## src/rtl/uart_pkg.sv

```systemverilog
// Shared UART definitions: serialiser FSM state encoding and byte width.
// Latency: n/a (types and constants only).
// Backpressure: n/a.
package uart_pkg;

  localparam int UART_BYTE_W = 8;

  typedef enum logic {
    ST_IDLE  = 1'b0,
    ST_SHIFT = 1'b1
  } ser_state_t;

endpackage

```

## src/rtl/uart_byte_fifo.sv

```systemverilog
// Byte FIFO with first-word-fall-through head byte and occupancy count.
// Latency: a push is visible on o_rdata after the clock edge that accepts it.
// Backpressure: push is dropped when full unless a pop frees the slot in the same cycle.
//
// Ports: i_clk, i_rst (sync, active-high), i_push/i_wdata, i_pop,
//        o_rdata (head byte, 0 while empty), o_level (0..DEPTH), o_full, o_empty.
module uart_byte_fifo
  import uart_pkg::*;
#(
  parameter  int DEPTH = 16,
  localparam int AW    = $clog2(DEPTH)
) (
  input  logic                   i_clk,
  input  logic                   i_rst,
  input  logic                   i_push,
  input  logic [UART_BYTE_W-1:0] i_wdata,
  input  logic                   i_pop,
  output logic [UART_BYTE_W-1:0] o_rdata,
  output logic [AW:0]            o_level,
  output logic                   o_full,
  output logic                   o_empty
);

  logic [UART_BYTE_W-1:0] mem [DEPTH];
  logic [AW-1:0]          wptr;
  logic [AW-1:0]          rptr;
  logic                   pop_ok;
  logic                   push_ok;

  assign o_full  = (o_level == (AW+1)'(DEPTH));
  assign o_empty = (o_level == '0);

  // When full, the concurrent pop vacates the slot the push lands in
  // (wptr == rptr), so the head byte is read before it is overwritten.
  assign pop_ok  = i_pop && !o_empty;
  assign push_ok = i_push && (!o_full || pop_ok);

  // Pointers are AW bits wide so they wrap DEPTH-1 -> 0 on their own.
  always_ff @(posedge i_clk) begin
    if (i_rst) begin
      wptr    <= '0;
      rptr    <= '0;
      o_level <= '0;
    end else begin
      if (push_ok) wptr <= wptr + AW'(1);
      if (pop_ok)  rptr <= rptr + AW'(1);
      case ({push_ok, pop_ok})
        2'b10:   o_level <= o_level + (AW+1)'(1);
        2'b01:   o_level <= o_level - (AW+1)'(1);
        default: o_level <= o_level;
      endcase
    end
  end

  always_ff @(posedge i_clk) begin
    if (push_ok && !i_rst) mem[wptr] <= i_wdata;
  end

  // Storage is not reset; masking keeps the head at 0 while empty.
  assign o_rdata = o_empty ? '0 : mem[rptr];

endmodule

```

## src/rtl/uart_txd_ser_fifo.sv

```systemverilog
// Word-to-byte serialiser feeding a byte FIFO read by the UART transmitter.
// Latency: word written at edge E -> first byte on o_txd_fifo_rdata after edge E+1.
// Backpressure: serialiser holds while FIFO full (unless popped same cycle); writes while busy are dropped.
//
// Ports: i_clk, i_rst (sync, active-high); write side i_wr/i_wdata/i_wlen, o_busy, o_wr_err;
//        read side i_txd_fifo_rd, o_txd_fifo_rdata, o_txd_fifo_rempty, o_txd_fifo_full, o_level, o_rd_err;
//        i_clr_err clears both sticky error flags.
module uart_txd_ser_fifo
  import uart_pkg::*;
#(
  parameter  int DATA_W    = 32,
  parameter  int DEPTH     = 16,
  parameter  int MSB_FIRST = 1,
  localparam int NB        = DATA_W / 8,
  localparam int LW        = $clog2(NB) + 1,
  localparam int AW        = $clog2(DEPTH)
) (
  input  logic                   i_clk,
  input  logic                   i_rst,
  input  logic                   i_wr,
  input  logic [DATA_W-1:0]      i_wdata,
  input  logic [LW-1:0]          i_wlen,
  output logic                   o_busy,
  output logic                   o_wr_err,
  input  logic                   i_clr_err,
  input  logic                   i_txd_fifo_rd,
  output logic [UART_BYTE_W-1:0] o_txd_fifo_rdata,
  output logic                   o_txd_fifo_rempty,
  output logic                   o_txd_fifo_full,
  output logic [AW:0]            o_level,
  output logic                   o_rd_err
);

  ser_state_t        state_q;
  ser_state_t        state_d;
  logic [DATA_W-1:0] word_q;
  logic [LW-1:0]     idx_q;     // byte index of the next byte to push
  logic [LW-1:0]     cnt_q;     // bytes of the held word still to push
  logic [LW-1:0]     eff_len;
  logic              load;
  logic              push;
  logic              wr_drop;
  logic [DATA_W-1:0] word_sh;
  logic [UART_BYTE_W-1:0] push_byte;

  // A length of 0 or anything above NB means the whole word.
  assign eff_len = ((i_wlen == '0) || (i_wlen > LW'(NB))) ? LW'(NB) : i_wlen;

  assign word_sh   = word_q >> {idx_q, 3'b000};
  assign push_byte = word_sh[UART_BYTE_W-1:0];

  always_ff @(posedge i_clk) begin
    if (i_rst) state_q <= ST_IDLE;
    else       state_q <= state_d;
  end

  always_comb begin
    state_d = state_q;
    load    = 1'b0;
    push    = 1'b0;
    wr_drop = 1'b0;
    o_busy  = 1'b0;
    case (state_q)
      ST_IDLE: begin
        if (i_wr) begin
          load    = 1'b1;
          state_d = ST_SHIFT;
        end
      end
      ST_SHIFT: begin
        o_busy  = 1'b1;
        wr_drop = i_wr;
        // A pop in the same cycle frees a slot even when full.
        if (!o_txd_fifo_full || i_txd_fifo_rd) begin
          push = 1'b1;
          if (cnt_q == LW'(1)) state_d = ST_IDLE;
        end
      end
      default: state_d = ST_IDLE;
    endcase
  end

  always_ff @(posedge i_clk) begin
    if (i_rst) begin
      word_q <= '0;
      idx_q  <= '0;
      cnt_q  <= '0;
    end else if (load) begin
      word_q <= i_wdata;
      cnt_q  <= eff_len;
      idx_q  <= (MSB_FIRST != 0) ? eff_len - LW'(1) : '0;
    end else if (push) begin
      cnt_q  <= cnt_q - LW'(1);
      idx_q  <= (MSB_FIRST != 0) ? idx_q - LW'(1) : idx_q + LW'(1);
    end
  end

  // Sticky errors: a new event in the same cycle as a clear wins.
  always_ff @(posedge i_clk) begin
    if (i_rst) begin
      o_wr_err <= 1'b0;
      o_rd_err <= 1'b0;
    end else begin
      if (wr_drop)        o_wr_err <= 1'b1;
      else if (i_clr_err) o_wr_err <= 1'b0;
      if (i_txd_fifo_rd && o_txd_fifo_rempty) o_rd_err <= 1'b1;
      else if (i_clr_err)                     o_rd_err <= 1'b0;
    end
  end

  uart_byte_fifo #(
    .DEPTH (DEPTH)
  ) u_fifo (
    .i_clk   (i_clk),
    .i_rst   (i_rst),
    .i_push  (push),
    .i_wdata (push_byte),
    .i_pop   (i_txd_fifo_rd),
    .o_rdata (o_txd_fifo_rdata),
    .o_level (o_level),
    .o_full  (o_txd_fifo_full),
    .o_empty (o_txd_fifo_rempty)
  );

endmodule

```

## config.mk

```make
export PLATFORM = sky130hd
export DESIGN_NAME = uart_txd_ser_fifo
export DESIGN_NICKNAME = d
export VERILOG_FILES = /design/src/rtl/uart_pkg.sv /design/src/rtl/uart_byte_fifo.sv /design/src/rtl/uart_txd_ser_fifo.sv
export SDC_FILE = /design/constraint.sdc
export NUM_CORES = 1
export LEC_CHECK = 0
export CORE_ASPECT_RATIO = 1.75
export CORE_MARGIN = 2
export CORE_UTILIZATION = 65
export CTS_BUF_LIST = sky130_fd_sc_hd__clkbuf_4 sky130_fd_sc_hd__clkbuf_8
export DETAILED_ROUTE_END_ITERATION = 10
export PLACE_DENSITY = 0.92
export SLEW_MARGIN = 20
export SYNTH_ARGS = -nofsm -noshare
export SYNTH_HDL_FRONTEND = slang
export SYNTH_SLANG_ARGS = --single-unit
```

## constraint.sdc

```tcl
create_clock -name i_clk -period 5.3 [get_ports i_clk]
set_input_delay 1.06 -clock i_clk [delete_from_list [all_inputs] [get_ports i_clk]]
set_output_delay 1.06 -clock i_clk [all_outputs]
set_load 0.01 [all_outputs]
```

==> results.sh, run 1 <==
export IMPL_regToRegStartpoint="u_fifo.o_level[2]$_SDFFE_PP0P_"
export IMPL_synth_edff_count=128
export IMPL_antenna_found_initial=0
export IMPL_drive_gt1_share_pct=15.1
export IMPL_finalMaxSlewViolations=0
export IMPL_worst_skew_pair_late_latency_ns=0.46
export IMPL_timing_final_crit_share_pct=79.9
export IMPL_area_delta_synth_final_pct=13.6
export IMPL_synth_most_common_cell="edfxtp_1"
export IMPL_synth_warnings=0
export IMPL_ios=58
export IMPL_worst_slew_pin_slew_ns=1.18
export IMPL_drv_cap=0
export IMPL_whs_path_depth=2
export IMPL_status="finished clean"
export IMPL_portBuffers=57
export IMPL_power_leakage_nw=2.93
export IMPL_die_area_um2=12800
export IMPL_rr_worst_depth=10
export IMPL_dpl_hpwl_mm=11.0
export IMPL_finalNonFillerCells=744
export IMPL_ys_seq_elements=186
export IMPL_finalHoldViolations=0
export IMPL_final_core_util_pct=75.7
export IMPL_num_vias=4644
export IMPL_cts_tree="built"
export IMPL_syn_avg_cell_area_um2=14.1
export IMPL_viasPerCell=6.24
export IMPL_routabilityCongestion=0.815
export IMPL_timing_setup_tns_ns=0
export IMPL_grt_pass1_vias=4804
export IMPL_synth_flop_cell="edfxtp_1"
export IMPL_hp_start="word_q[16]$_SDFFE_PP0P_"
export IMPL_end_kind="output pin"
export IMPL_antenna_cells=0
export IMPL_hold_path_class="reg2reg"
export IMPL_cts_buffer_depth=2
export IMPL_cts_setup_buffers=0
export IMPL_nNetsFinal=648
export IMPL_grt_setup_unrepaired="no"
export IMPL_clkTransAtPathRegs_ns=0.10
export IMPL_remaining_drc_errors=0
export IMPL_syn_area_um2=7720
export IMPL_die_h_um=148
export IMPL_rows=52
export IMPL_placed_cells=712
export IMPL_period_minus_slack_ns=4.23
export IMPL_rr_endpoint="u_fifo.o_level[4]$_SDFFE_PP0P_"
export IMPL_slew_headroom_pct=21.1
export IMPL_critPathMaxFanout=19
export IMPL_core_area_um2=11600
export IMPL_routed_wl_mm=15.4
export IMPL_grt_max_degree=56
export IMPL_wire_per_inst_um=20.8
export IMPL_fin_total_pwr_w=0.00352
export IMPL_path_class="reg2out"
export IMPL_start_util_pct=66.7
export IMPL_power_density_nw_per_um2=401
export IMPL_grt_pass1_wl_mm=24.4
export IMPL_synth_seq_area_share_pct=64.8
export IMPL_cts_buffers=17
export IMPL_synth_nets=601
export IMPL_cts_resized=0
export IMPL_grtUsageTotal_pct=25.5
export IMPL_clkSinkCount=186
export IMPL_drt_pre_antenna_iters=5
export IMPL_synth_top_area_share_pct=49.8
export IMPL_ir_drop_mv=0.282
export IMPL_dieWidth_um=86.4
export IMPL_cp_start_kind="flip-flop"
export IMPL_setup_violations=0
export IMPL_grt_overflow=0
export IMPL_async_flop_share_pct=0
export IMPL_drt_iter0_markers=319
export IMPL_clockRootBuffer="clkbuf_8"
export IMPL_yosysUniqueCellTypes=45
export IMPL_netlist_instances=549
export IMPL_yosysTopAreaCell="edfxtp_1"
export IMPL_cts_hold_buffers=0
export IMPL_timing_hold_ws_ns=0.463
export IMPL_cp_arrival_ns=3.17
export IMPL_cts_htree_levels=4
export IMPL_synth_common_cells="128 x edfxtp_1, 72 x nand2_1, 58 x dfxtp_1"
export IMPL_postRouteAntennaNets=0
export IMPL_worstPathRequired_ns=4.24
export IMPL_synth_area_leaders="edfxtp_1 50%, dfxtp_1 15%, mux4_2 12%"
export IMPL_timing_fmax_mhz=236
export IMPL_whs_endpoint="word_q[16]$_SDFFE_PP0P_"
export IMPL_r2r_slack_ns=1.82
export IMPL_fin_skew_ns=0.0142
==> worst max-delay path, stage by stage, from the launching register on <==
cell and delay [ns]:
dfxtp_1 0.77, buf_4 0.41, mux4_2 0.59, a211oi_1 0.33, a211oi_1 0.09, clkdlybuf4s50_1 0.52
==> power breakdown <==
part	switching, W	total (W)	internal [W]	leakage [nW]
sequential	0.0000797	0.00171	0.00163	1.66
clock	0.000524	0.000923	0.000399	0.200
combinational	0.000448	0.000890	0.000441	1.07
total	0.00105	0.00352	0.00247	2.93
==> kinds of logic (layout without fill, tap and decap cells) <==
group	count (synthesis)	after routing	synth area share, %
AND/OR/NAND/NOR	153	153	9.23
adder cells (fa/ha/maj)	12	12	1.94
flip-flops	186	186	64.8
AO/OA/AOI/OAI	81	81	6.61
buffers and inverters	54	114	2.93
XOR/XNOR	10	10	1.13
multiplexers	53	53	13.4
==> layout by cell type (no fill, tap or decap), types with 4 or more instances in the layout <==
master	count
xor2_1	6
nand2_1	72
edfxtp_1	128
a21oi_1	41
mux2i_1	12
nor2b_1	18
xnor2_1	4
clkdlybuf4s50_1	56
clkbuf_8	17
mux4_2	40
dfxtp_1	58
buf_4	10
inv_1	14
nor2_1	31
a211oi_1	20
nand3_1	4
nor4_1	4
ha_1	12
nor3_1	4
o21a_1	5
==> metal layers <==
layer / vias to the layer above / share of wire, % / track usage, %
met4: 0 / 2.1 / 8.52
met3: 26 / 4.7 / 5.60
met1: 2286 / 35 / 28.4
met2: 195 / 58 / 47.3
met5: - / 0 / 0
li1: 2137 / - / -
==> per-stage QoR <==
stage                     instance area [um2]  setup slack [ns]
after floorplan                          7720              1.77
final                                    8770              1.07
after CTS                                8770             0.989
after global placement                   8370             0.960
after global routing                     8770             0.896
after detailed placement                 8370             0.796
==> final cells by class <==
type                            instances  area [um2]
Tap cell                              135         169
Timing Repair Buffer                   67         641
Fill cell                             688        2810
Clock buffer                           18         241
Sequential cell                       186        5000
Multi-Input combinational cell        309        2500
Clock inverter                         14         159
Inverter                               15        56.3
==> how the worst max path moves through the flow <==
stage	startpoint	to	slack (ns)	cells after the start
final	flip-flop	o_txd_fifo_rdata[1]	1.07	5
after global routing	flip-flop	o_txd_fifo_rdata[1]	0.90	5
after CTS	flip-flop	o_txd_fifo_rdata[1]	0.99	5
after detailed placement	i_txd_fifo_rd	u_fifo.o_level[4]$_SDFFE_PP0P_	0.80	11
after global placement	i_txd_fifo_rd	u_fifo.o_level[4]$_SDFFE_PP0P_	0.96	11
after floorplan	i_txd_fifo_rd	u_fifo.o_level[4]$_SDFFE_PP0P_	1.77	12
==> sequential cells by signal, summed over array words and instances, names as in the netlist, named ones only <==
register,cells
u_fifo.mem,128
word_q,32
u_fifo.o_level,5
u_fifo.rptr,4
u_fifo.wptr,4
cnt_q,3
idx_q,3
o_rd_err,1
o_wr_err,1
state_q,1
Power figures use the tool's default switching activity.
==> run 2, diff against run 1 <==
--- a/config.mk
+++ b/config.mk
@@ -7,10 +7,10 @@
 export LEC_CHECK = 0
 export CORE_ASPECT_RATIO = 1.75
 export CORE_MARGIN = 2
-export CORE_UTILIZATION = 65
+export CORE_UTILIZATION = 55
 export CTS_BUF_LIST = sky130_fd_sc_hd__clkbuf_4 sky130_fd_sc_hd__clkbuf_8
 export DETAILED_ROUTE_END_ITERATION = 10
-export PLACE_DENSITY = 0.92
+export PLACE_DENSITY = 0.84
 export SLEW_MARGIN = 20
 export SYNTH_ARGS = -nofsm -noshare
 export SYNTH_HDL_FRONTEND = slang
==> constraint.sdc (replaced) <==
create_clock -name i_clk -period 3.4 [get_ports i_clk]
set_input_delay 0.68 -clock i_clk [delete_from_list [all_inputs] [get_ports i_clk]]
set_output_delay 0.68 -clock i_clk [all_outputs]
set_load 0.01 [all_outputs]
==> run 2 against run 1 <==
Design area up 3.4%. Clock power up 51%. Largest power group unchanged. Worst setup slack worse by 0.95 ns. Die area up 17%. Via count up 2.3%.
==> results.sh, run 2 (same netlist as run 1, synthesis figures left out) <==
export IMPL_status="finished clean"
export IMPL_wire_per_inst_um=19.9
export IMPL_finalMaxSlewViolations=0
export IMPL_nNetsFinal=671
export IMPL_slowest_stage="clkdlybuf4s50_1"
export IMPL_nFillCells=1003
export IMPL_grt_pass1_vias=4861
export IMPL_dpl_hpwl_mm=11.0
export IMPL_worstPathRequired_ns=2.72
export IMPL_placed_cells=776
export IMPL_clockRootBuffer="clkbuf_8"
export IMPL_drv_cap=0
export IMPL_slowest_delay_ns=0.53
export IMPL_cts_hold_buffers=0
export IMPL_cts_buffers=17
export IMPL_regArea_um2=5010
export IMPL_die_area_um2=15000
export IMPL_rows=57
export IMPL_antenna_cells=0
export IMPL_largest_register_ffs=128
export IMPL_slew_headroom_pct=27.0
export IMPL_remaining_drc_errors=0
export IMPL_grtUsageTotal_pct=22.7
export IMPL_cp_start_kind="flip-flop"
export IMPL_postRouteAntennaNets=0
export IMPL_finalNonFillerCells=809
export IMPL_critPathMaxFanout=16
export IMPL_routed_wl_mm=16.1
export IMPL_path_class="reg2out"
export IMPL_layout_common_cells="128 x edfxtp_1, 72 x nand2_1, 57 x dfxtp_1"
export IMPL_grt_setup_unrepaired="no"
export IMPL_cts_htree_levels=4
export IMPL_cts_setup_buffers=0
export IMPL_num_vias=4752
export IMPL_die_h_um=161
export IMPL_worst_slew_pin_slew_ns=1.09
export IMPL_top_register="u_fifo.mem"
export IMPL_grt_pass1_wl_mm=25.7
export IMPL_timing_final_crit_share_pct=96.7
export IMPL_hold_path_class="reg2reg"
export IMPL_portBuffers=57
export IMPL_fin_area_um2=9070
export IMPL_timing_fmax_mhz=304
export IMPL_multi_input_area_um2=2520
export IMPL_crit_chain="buf_12 > mux4_2 > nor2b_1 > a211oi_2 > a211oi_1 > clkdlybuf4s50_1"
export IMPL_top_regs="u_fifo.mem (128), word_q (32), u_fifo.o_level (5)"
export IMPL_ios=58
export IMPL_setup_slack_ns=0.114
export IMPL_core_area_um2=13800
export IMPL_worst_skew_pair_late_latency_ns=0.46
export IMPL_power_density_nw_per_um2=612
export IMPL_drt_pre_antenna_iters=7
export IMPL_area_delta_synth_final_pct=17.4
export IMPL_clkSinkCount=186
export IMPL_finalHoldViolations=0
export IMPL_cp_arrival_ns=2.61
export IMPL_timing_setup_tns_ns=0
export IMPL_setup_violations=0
export IMPL_drive_gt1_share_pct=19.1
export IMPL_power_leakage_nw=3.15
export IMPL_cts_tree="built"
export IMPL_ir_drop_mv=0.399
export IMPL_period_minus_slack_ns=3.29
export IMPL_grt_max_degree=48
export IMPL_final_common_cell="edfxtp_1"
export IMPL_viasPerCell=5.87
export IMPL_start_util_pct=55.8
export IMPL_cp_top_family="buffers and inverters"
export IMPL_final_core_util_pct=65.6
export IMPL_cp_num_buf_inv=2
export IMPL_grt_overflow=0
export IMPL_clkTransAtPathRegs_ns=0.10
export IMPL_cts_buffer_depth=2
export IMPL_preCtsSetupSlack_ns=0.0643
export IMPL_post_dp_cell_area_um2=8610
export IMPL_dieWidth_um=93.6
export IMPL_antenna_found_initial=0
export IMPL_end_kind="output pin"
export IMPL_routabilityCongestion=0.863
export IMPL_fin_skew_ns=0.0203
export IMPL_drt_iter0_markers=317
==> run 2: path summary, 6_finish.rpt <==
kind / startpoint / endpoint / slack, ns / cells past startpoint
setup / recovery: flip-flop / o_txd_fifo_rdata[2] / 0.11 / 6
hold / removal: word_q[31]$_SDFFE_PP0P_ / word_q[31]$_SDFFE_PP0P_ / 0.46 / 2
setup reg to reg: u_fifo.o_level[2]$_SDFFE_PP0P_ / u_fifo.o_level[4]$_SDFFE_PP0P_ / 0.26 / 11
hold reg to reg: word_q[31]$_SDFFE_PP0P_ / word_q[31]$_SDFFE_PP0P_ / 0.46 / 2
==> run 2: final cells by class <==
class | instances | area share, %
Sequential cell | 186 | 55.2
Timing Repair Buffer | 90 | 9.67
Tap cell | 177 | 2.44
Clock inverter | 15 | 1.67
Inverter | 15 | 0.621
Multi-Input combinational cell | 309 | 27.8
Clock buffer | 17 | 2.58
==> run 2: timing repair <==
action | in CTS | in global routing
setup endpoints to repair | 5 | 6
gates resized for setup | 4 | 8
cloned | 1 | 0
==> run 2: routing by layer <==
metal,vias to the layer above,wire length [um],GRT usage (%)
met1,2363,5880,25.8
met5,-,0,0
met3,32,655,4.08
met4,0,391,8.89
li1,2182,-,-
met2,175,9200,41.6
==> run 2: stage by stage <==
| step | total power [W] | hold slack [ns] |
|---|---|---|
| after floorplan | 0.00361 | 0.433 |
| after global placement | 0.00414 | 0.441 |
| after detailed placement | 0.00421 | 0.448 |
| after CTS | 0.00560 | 0.462 |
| after global routing | 0.00581 | 0.485 |
| final | 0.00555 | 0.462 |
==> run 2: worst reg2reg max path, stage by stage, from the launching register on <==
cell and delay, ns:
dfxtp_1 0.39, or4_4 0.63, o21ai_1 0.20, inv_1 0.10, ha_1 0.21, xor2_1 0.15
ha_1 0.21, buf_4 0.16, a21oi_1 0.20, o32ai_1 0.14, mux2i_1 0.14, or4_1 0.51
==> run 2: power by group <==
| group | internal [W] | leakage [nW] | switching [W] |
|---|---|---|---|
| Sequential | 0.00254 | 1.66 | 0.000120 |
| Clock | 0.000546 | 0.191 | 0.000845 |
| Combinational | 0.000756 | 1.31 | 0.000747 |
